[src/rtl/if_fetch_unit.sv]
// if_fetch_unit
// -----------------------------------------------------------------------------
// Instruction fetch stage for the RV32I core. It sits directly upstream of the
// combinational instruction ROM. The unit holds the fetch PC and drives the ROM
// byte address. Each returned word is captured, together with its PC, into a
// DEPTH-entry prefetch queue. The queue head is presented to decode over a
// valid/ready handshake. Execute can redirect fetch for taken branches and
// jumps.
//
// Parameters:
//   RESET_PC  fetch PC loaded on reset (4-byte aligned)
//   DEPTH     prefetch queue entries (power of two, >= 2)
//
// Ports:
//   clk             core clock, rising edge
//   reset           synchronous, active-high reset
//   imem_addr       byte address to the instruction ROM (always the fetch PC)
//   imem_data       instruction word from the ROM, same cycle
//   redirect_valid  single-cycle redirect pulse from execute
//   redirect_pc     redirect target byte address
//   inst_valid      queue head holds a valid instruction
//   inst_ready      decode accepts the head this cycle
//   inst_data       queue head instruction word (0 when empty)
//   inst_pc         queue head PC (0 when empty)
//   inst_pc_plus4   inst_pc + 4, link value for JAL/JALR
//   fetch_misalign  only when IF_FETCH_MISALIGN_CHK_EN is defined. This flag is
//                   set by a redirect to a misaligned target, and fetching
//                   stalls until the next aligned redirect.
//
// Optional feature macro: IF_FETCH_MISALIGN_CHK_EN
//   Undefined (default): redirect targets are force-aligned and fetch goes on.
//   Defined: a misaligned redirect raises fetch_misalign and blocks fetch.
// -----------------------------------------------------------------------------
module if_fetch_unit #(
  parameter logic [31:0] RESET_PC = 32'h0000_0000,
  parameter int unsigned DEPTH    = 2
) (
  input  logic        clk,
  input  logic        reset,
  output logic [31:0] imem_addr,
  input  logic [31:0] imem_data,
  input  logic        redirect_valid,
  input  logic [31:0] redirect_pc,
  output logic        inst_valid,
  input  logic        inst_ready,
  output logic [31:0] inst_data,
  output logic [31:0] inst_pc,
  output logic [31:0] inst_pc_plus4
`ifdef IF_FETCH_MISALIGN_CHK_EN
  ,
  output logic        fetch_misalign
`endif
);

  localparam int unsigned PW = $clog2(DEPTH);
  localparam int unsigned CW = PW + 1;
  localparam logic [CW-1:0] DEPTH_C = CW'(DEPTH);

  // Fetch PC and queue bookkeeping
  logic [31:0]   fetch_pc_q, fetch_pc_d;
  logic [PW-1:0] rd_ptr_q,   rd_ptr_d;
  logic [PW-1:0] wr_ptr_q,   wr_ptr_d;
  logic [CW-1:0] count_q,    count_d;

  // Queue storage: the contents are only meaningful while count_q says so,
  // so no reset is applied here.
  logic [31:0] pc_mem_q   [DEPTH];
  logic [31:0] word_mem_q [DEPTH];

  logic push;
  logic pop;
  logic fetch_stall;

`ifdef IF_FETCH_MISALIGN_CHK_EN
  logic misalign_q, misalign_d;
  assign fetch_stall    = misalign_q;
  assign fetch_misalign = misalign_q;
`else
  assign fetch_stall    = 1'b0;
`endif

  assign imem_addr  = fetch_pc_q;
  assign inst_valid = (count_q != '0);

  // Head fields are zeroed while the queue is empty. This means stale storage
  // never leaks out, and reset shows pc=0 and pc+4=4.
  assign inst_data     = inst_valid ? word_mem_q[rd_ptr_q] : '0;
  assign inst_pc       = inst_valid ? pc_mem_q[rd_ptr_q]   : '0;
  assign inst_pc_plus4 = inst_pc + 32'd4;

  assign pop  = inst_valid & inst_ready;
  // A full queue may still accept a push when the head leaves in the same
  // cycle. This keeps throughput at one instruction per cycle.
  assign push = !redirect_valid && !fetch_stall && ((count_q < DEPTH_C) || pop);

  always_comb begin
    fetch_pc_d = fetch_pc_q;
    rd_ptr_d   = rd_ptr_q;
    wr_ptr_d   = wr_ptr_q;
    count_d    = count_q;
`ifdef IF_FETCH_MISALIGN_CHK_EN
    misalign_d = misalign_q;
`endif

    if (redirect_valid) begin
      // Flush: the head popped this cycle (if any) is dropped along with the
      // rest of the queue.
      rd_ptr_d = '0;
      wr_ptr_d = '0;
      count_d  = '0;
`ifdef IF_FETCH_MISALIGN_CHK_EN
      fetch_pc_d = redirect_pc;
      misalign_d = (redirect_pc[1:0] != 2'b00);
`else
      fetch_pc_d = redirect_pc & ~32'h0000_0003;
`endif
    end else begin
      if (push) begin
        wr_ptr_d   = wr_ptr_q + PW'(1);
        fetch_pc_d = fetch_pc_q + 32'd4;
      end
      if (pop) begin
        rd_ptr_d = rd_ptr_q + PW'(1);
      end
      unique case ({push, pop})
        2'b10:   count_d = count_q + CW'(1);
        2'b01:   count_d = count_q - CW'(1);
        default: count_d = count_q;
      endcase
    end
  end

  always_ff @(posedge clk) begin
    if (reset) begin
      fetch_pc_q <= RESET_PC;
      rd_ptr_q   <= '0;
      wr_ptr_q   <= '0;
      count_q    <= '0;
`ifdef IF_FETCH_MISALIGN_CHK_EN
      misalign_q <= 1'b0;
`endif
    end else begin
      fetch_pc_q <= fetch_pc_d;
      rd_ptr_q   <= rd_ptr_d;
      wr_ptr_q   <= wr_ptr_d;
      count_q    <= count_d;
`ifdef IF_FETCH_MISALIGN_CHK_EN
      misalign_q <= misalign_d;
`endif
    end
  end

  always_ff @(posedge clk) begin
    if (!reset && push) begin
      pc_mem_q[wr_ptr_q]   <= fetch_pc_q;
      word_mem_q[wr_ptr_q] <= imem_data;
    end
  end

endmodule

[config.mk]
export PLATFORM = sky130hd
export DESIGN_NAME = if_fetch_unit
export DESIGN_NICKNAME = d
export VERILOG_FILES = /design/src/rtl/if_fetch_unit.sv
export SDC_FILE = /design/constraint.sdc
export NUM_CORES = 1
export LEC_CHECK = 0
export ABC_AREA = 0
export CORE_ASPECT_RATIO = 0.9
export CORE_MARGIN = 4
export CORE_UTILIZATION = 46
export CTS_BUF_LIST = sky130_fd_sc_hd__clkbuf_2 sky130_fd_sc_hd__clkbuf_4 sky130_fd_sc_hd__clkbuf_8
export DETAILED_ROUTE_END_ITERATION = 8
export GPL_TIMING_DRIVEN = 0
export PLACE_DENSITY = 0.84
export RECOVER_POWER = 25
export SLEW_MARGIN = 20
export SYNTH_ARGS = -nofsm -noshare
export SYNTH_HDL_FRONTEND = slang
export SYNTH_SLANG_ARGS = --single-unit
[constraint.sdc]
create_clock -name clk -period 14.69 [get_ports clk]
set_input_delay 4.407 -clock clk [delete_from_list [all_inputs] [get_ports clk]]
set_output_delay 4.407 -clock clk [all_outputs]
set_load 0.05 [all_outputs]
==> impl_metrics.csv <==
group,metric,value,unit
status,status,"complete, no violations",
drt,drt_iter0_drc,278,
sta,fin_worst_skew,9.27,ps
sta,rsz0062_at_grt,"false",
die,initial_core_util,47.5,%
sta,max_slew_margin,59.5,%
clocking,cts_resized,0,
final_layout,num-fill-cells,1192,
die,die_y,128,um
synthesis,synth_seq_cells,159,
critical_path,end_kind,"output port",
final_layout,nNetsFinal,894,
clocking,cts_buffers,17,
clocking,htree_levels,4,
critical_path,r2r_slack,12140,ps
final_layout,antennaDiodeCount,0,
sta,tightestPinTransition,605,ps
critical_path,reg2reg_to,"word_mem_q[0][21]$_DFFE_PP_",
global_route,grt_start_max_net_pins,33,
die,fp-row-count,43,
min_path,min_from,"imem_addr[31]$_SDFFE_PP0P_",
sta,final_hold_viol_count,0,
power_and_ir_drop,internal_power,0.000714,W
sta,fin_crit,8790,ps
die,core_area,0.0155,mm2
critical_path,crit_fanout,10,
placed_design,place.gp.congestion,0.875,
global_route,grtUsageTotal,19.5,%
power_and_ir_drop,finalPower,0.00102,W
clocking,post-cts-setup-buffers,0,
final_layout,area_growth,35.5,%
placed_design,dp_hpwl,13600,um
min_path,min_path_type,"flop to flop",
die,boundaryPins,197,
power_and_ir_drop,switching_share,30.1,%
synthesis,synth-edff-count,124,
power_and_ir_drop,switchingPower,0.000308,W
placed_design,port_buffers,187,
power_and_ir_drop,peakVddDrop,0.0645,mV
critical_path,reg2regPathDepth,9,
clocking,cts_tree,"done",
flow_run,cap_violations,0,
power_and_ir_drop,power_density,102,mW/mm2
synthesis,ys_async_sr_fraction,0,%
final_layout,layout-drive-gt1-share,10.5,%
drt,wire_per_inst,17.4,um
synthesis,ys_seq_area_share,60.0,%
clocking,cts-hold-fix-buffers,0,
drt,ant_nets,0,
die,dieArea,0.0181,mm2
synthesis,ys_warn_count,0,
critical_path,r2r_start,"count_q[1]$_SDFFE_PP0P_",
drt,viasPerCell,5.28,
clocking,clkLatencyLatePin,450,ps
drt,finalWirelength,18100,um
critical_path,crit_required,10280,ps
critical_path,cp_data_arrival_time,4390,ps
global_route,grt_pass1_vias,5353,
sta,final.setup.tns,0,ps
critical_path,critPathLaunchType,"flop",
global_route,overflow,0,
global_route,grt_pass1_wl,27400,um
synthesis,syn_area,0.00738,mm2
synthesis,synthDistinctLibCells,43,
power_and_ir_drop,p_comb_share,19.2,%
global_route,antenna_found_initial,0,
drt,drc_errors,0,
synthesis,synth_flop_cell,"edfxtp_1",
min_path,min_to,"pc_mem_q[0][31]$_DFFE_PP_",
power_and_ir_drop,p_clk_share,29.9,%
critical_path,critPathKind,"flop to output port",
sta,drv_slew,0,
drt,vias,5484,
synthesis,syn_avg_cell_area,12.3,um2
drt,first_pass_iters,5,
clocking,root_buffer,"clkbuf_8",
clocking,clk_pin_slew,90,ps
final_layout,regArea,0.00442,mm2
synthesis,syn_inst,600,
clocking,clock_path_buffers,2,
sta,min_period_over_period,59.9,%
clocking,clock-sinks,159,
final_layout,multi_input_area,0.00273,mm2
power_and_ir_drop,pwr-share-seq,50.8,%
die,die_w,142,um
sta,setup_viol,0,
min_path,hold-path-cell-count,0,
sta,fmax,0.114,GHz
power_and_ir_drop,leakagePower,3.43,nW
## placed cells by master (no fill, tap or decap), types with 21 or more instances in the layout
| cell | synthesis | routed |
|---|---|---|
| nand3_1 | 27 | 27 |
| dlygate4sd3_1 | 0 | 21 |
| xor2_1 | 36 | 36 |
| nor2_1 | 98 | 98 |
| mux2i_1 | 63 | 63 |
| dfxtp_1 | 35 | 35 |
| xnor2_1 | 21 | 21 |
| clkdlybuf4s50_1 | 0 | 166 |
| nand2_1 | 21 | 21 |
| edfxtp_1 | 124 | 124 |
## flip-flops by register name, indices dropped and copies added, names as in the netlist, named ones only
| register | count |
|---|---|
| wr_ptr_q | 1 |
| count_q | 2 |
| word_mem_q | 64 |
| imem_addr | 30 |
| rd_ptr_q | 1 |
| pc_mem_q | 60 |
## critical path, stage by stage, from the launching register on
cell and delay, ps:
dfxtp_1 340, buf_6 170, buf_8 160, buf_6 180, buf_2 340, mux2i_1 130, nor2_1 200, ha_1 310
o21ai_0 140, a211oi_2 260, nand4_2 350, nor4_1 360, xor2_1 170, clkdlybuf4s50_1 820
## cell families (layout without fill, tap and decap cells)
logic type	Yosys count	count (layout)	synth area share, %
flip-flops	159	159	60.0
multiplexers	64	64	8.70
other	1	6	0.0508
AND/OR/NAND/NOR	221	221	15.3
buffers and inverters	48	279	3.48
adder cells (fa/ha/maj)	3	3	0.509
XOR/XNOR	57	57	6.77
AO/OA/AOI/OAI	47	47	5.24
## Yosys cell counts, types with 6 or more instances
library cell    n  area (um2)
buf_2          13        65.1
buf_4           9        67.6
a211oi_1       20         150
clkbuf_1       11        41.3
nand4_1        13        81.3
xor2_1         36         315
inv_1           8        30.0
nand3b_1        7        52.6
mux2i_1        63         631
nand3_1        27         135
o21ai_0         9        45.0
a211oi_2        6        75.1
nor2_1         98         368
and3_1         10        62.6
nand2_1        21        78.8
and4_1          6        52.6
xnor2_1        21         184
nor3_1         16        80.1
edfxtp_1      124        3720
dfxtp_1        35         701
## layout make-up
type / instances / share of cell area (%)
Clock buffer: 18 / 2.48
Tap cell: 202 / 2.53
Inverter: 8 / 0.300
Clock inverter: 14 / 1.35
Sequential cell: 159 / 44.2
Buffer: 40 / 2.26
Multi-Input combinational cell: 398 / 27.3
Timing Repair Buffer: 199 / 19.6
## stage by stage
| step | std cells | worst slack (ps) | instance area (um2) | utilization (%) | hold slack, ps |
|---|---|---|---|---|---|
| 5_1_grt | 1038 | 5560 | 10000 | 64.3 | 561 |
| 3_5_place_dp | 1006 | 6370 | 9620 | 61.8 | 527 |
| 4_1_cts | 1038 | 5850 | 10000 | 64.3 | 543 |
| 3_3_place_gp | 994 | -778 | 9520 | 61.2 | 499 |
| 2_1_floorplan | 605 | 2980 | 7400 | - | 520 |
| 6_report | 1038 | 5900 | 10000 | 64.3 | 546 |
## metal layers
metal	vias up	track usage [%]	part of all wire, %
met1	2594	23.7	41
met4	0	7.90	2.3
met2	224	33.1	49
li1	2628	-	-
met5	-	0	0
met3	38	5.37	7.7
## power by group through the flow
stage | logic [W] | registers, W | clock network [W]
after CTS | 0.000199 | 0.000519 | 0.000312
after floorplan | 0.000104 | 0.000546 | 0
after detailed placement | 0.000198 | 0.000530 | 0
after global routing | 0.000206 | 0.000522 | 0.000331
final | 0.000197 | 0.000520 | 0.000306
after global placement | 0.000194 | 0.000531 | 0
## worst max-delay path by stage
stage,end,slack [ps],depth (start not counted)
finish,inst_pc_plus4[16],5900,13
detailed placement,inst_pc_plus4[26],6370,13
CTS,inst_pc_plus4[26],5850,13
global route,inst_pc_plus4[26],5560,13
floorplan,pc_mem_q[0][10]$_DFFE_PP_,2980,3
global placement,word_mem_q[0][13]$_DFFE_PP_,-780,4
Power figures use the tool's default switching activity.
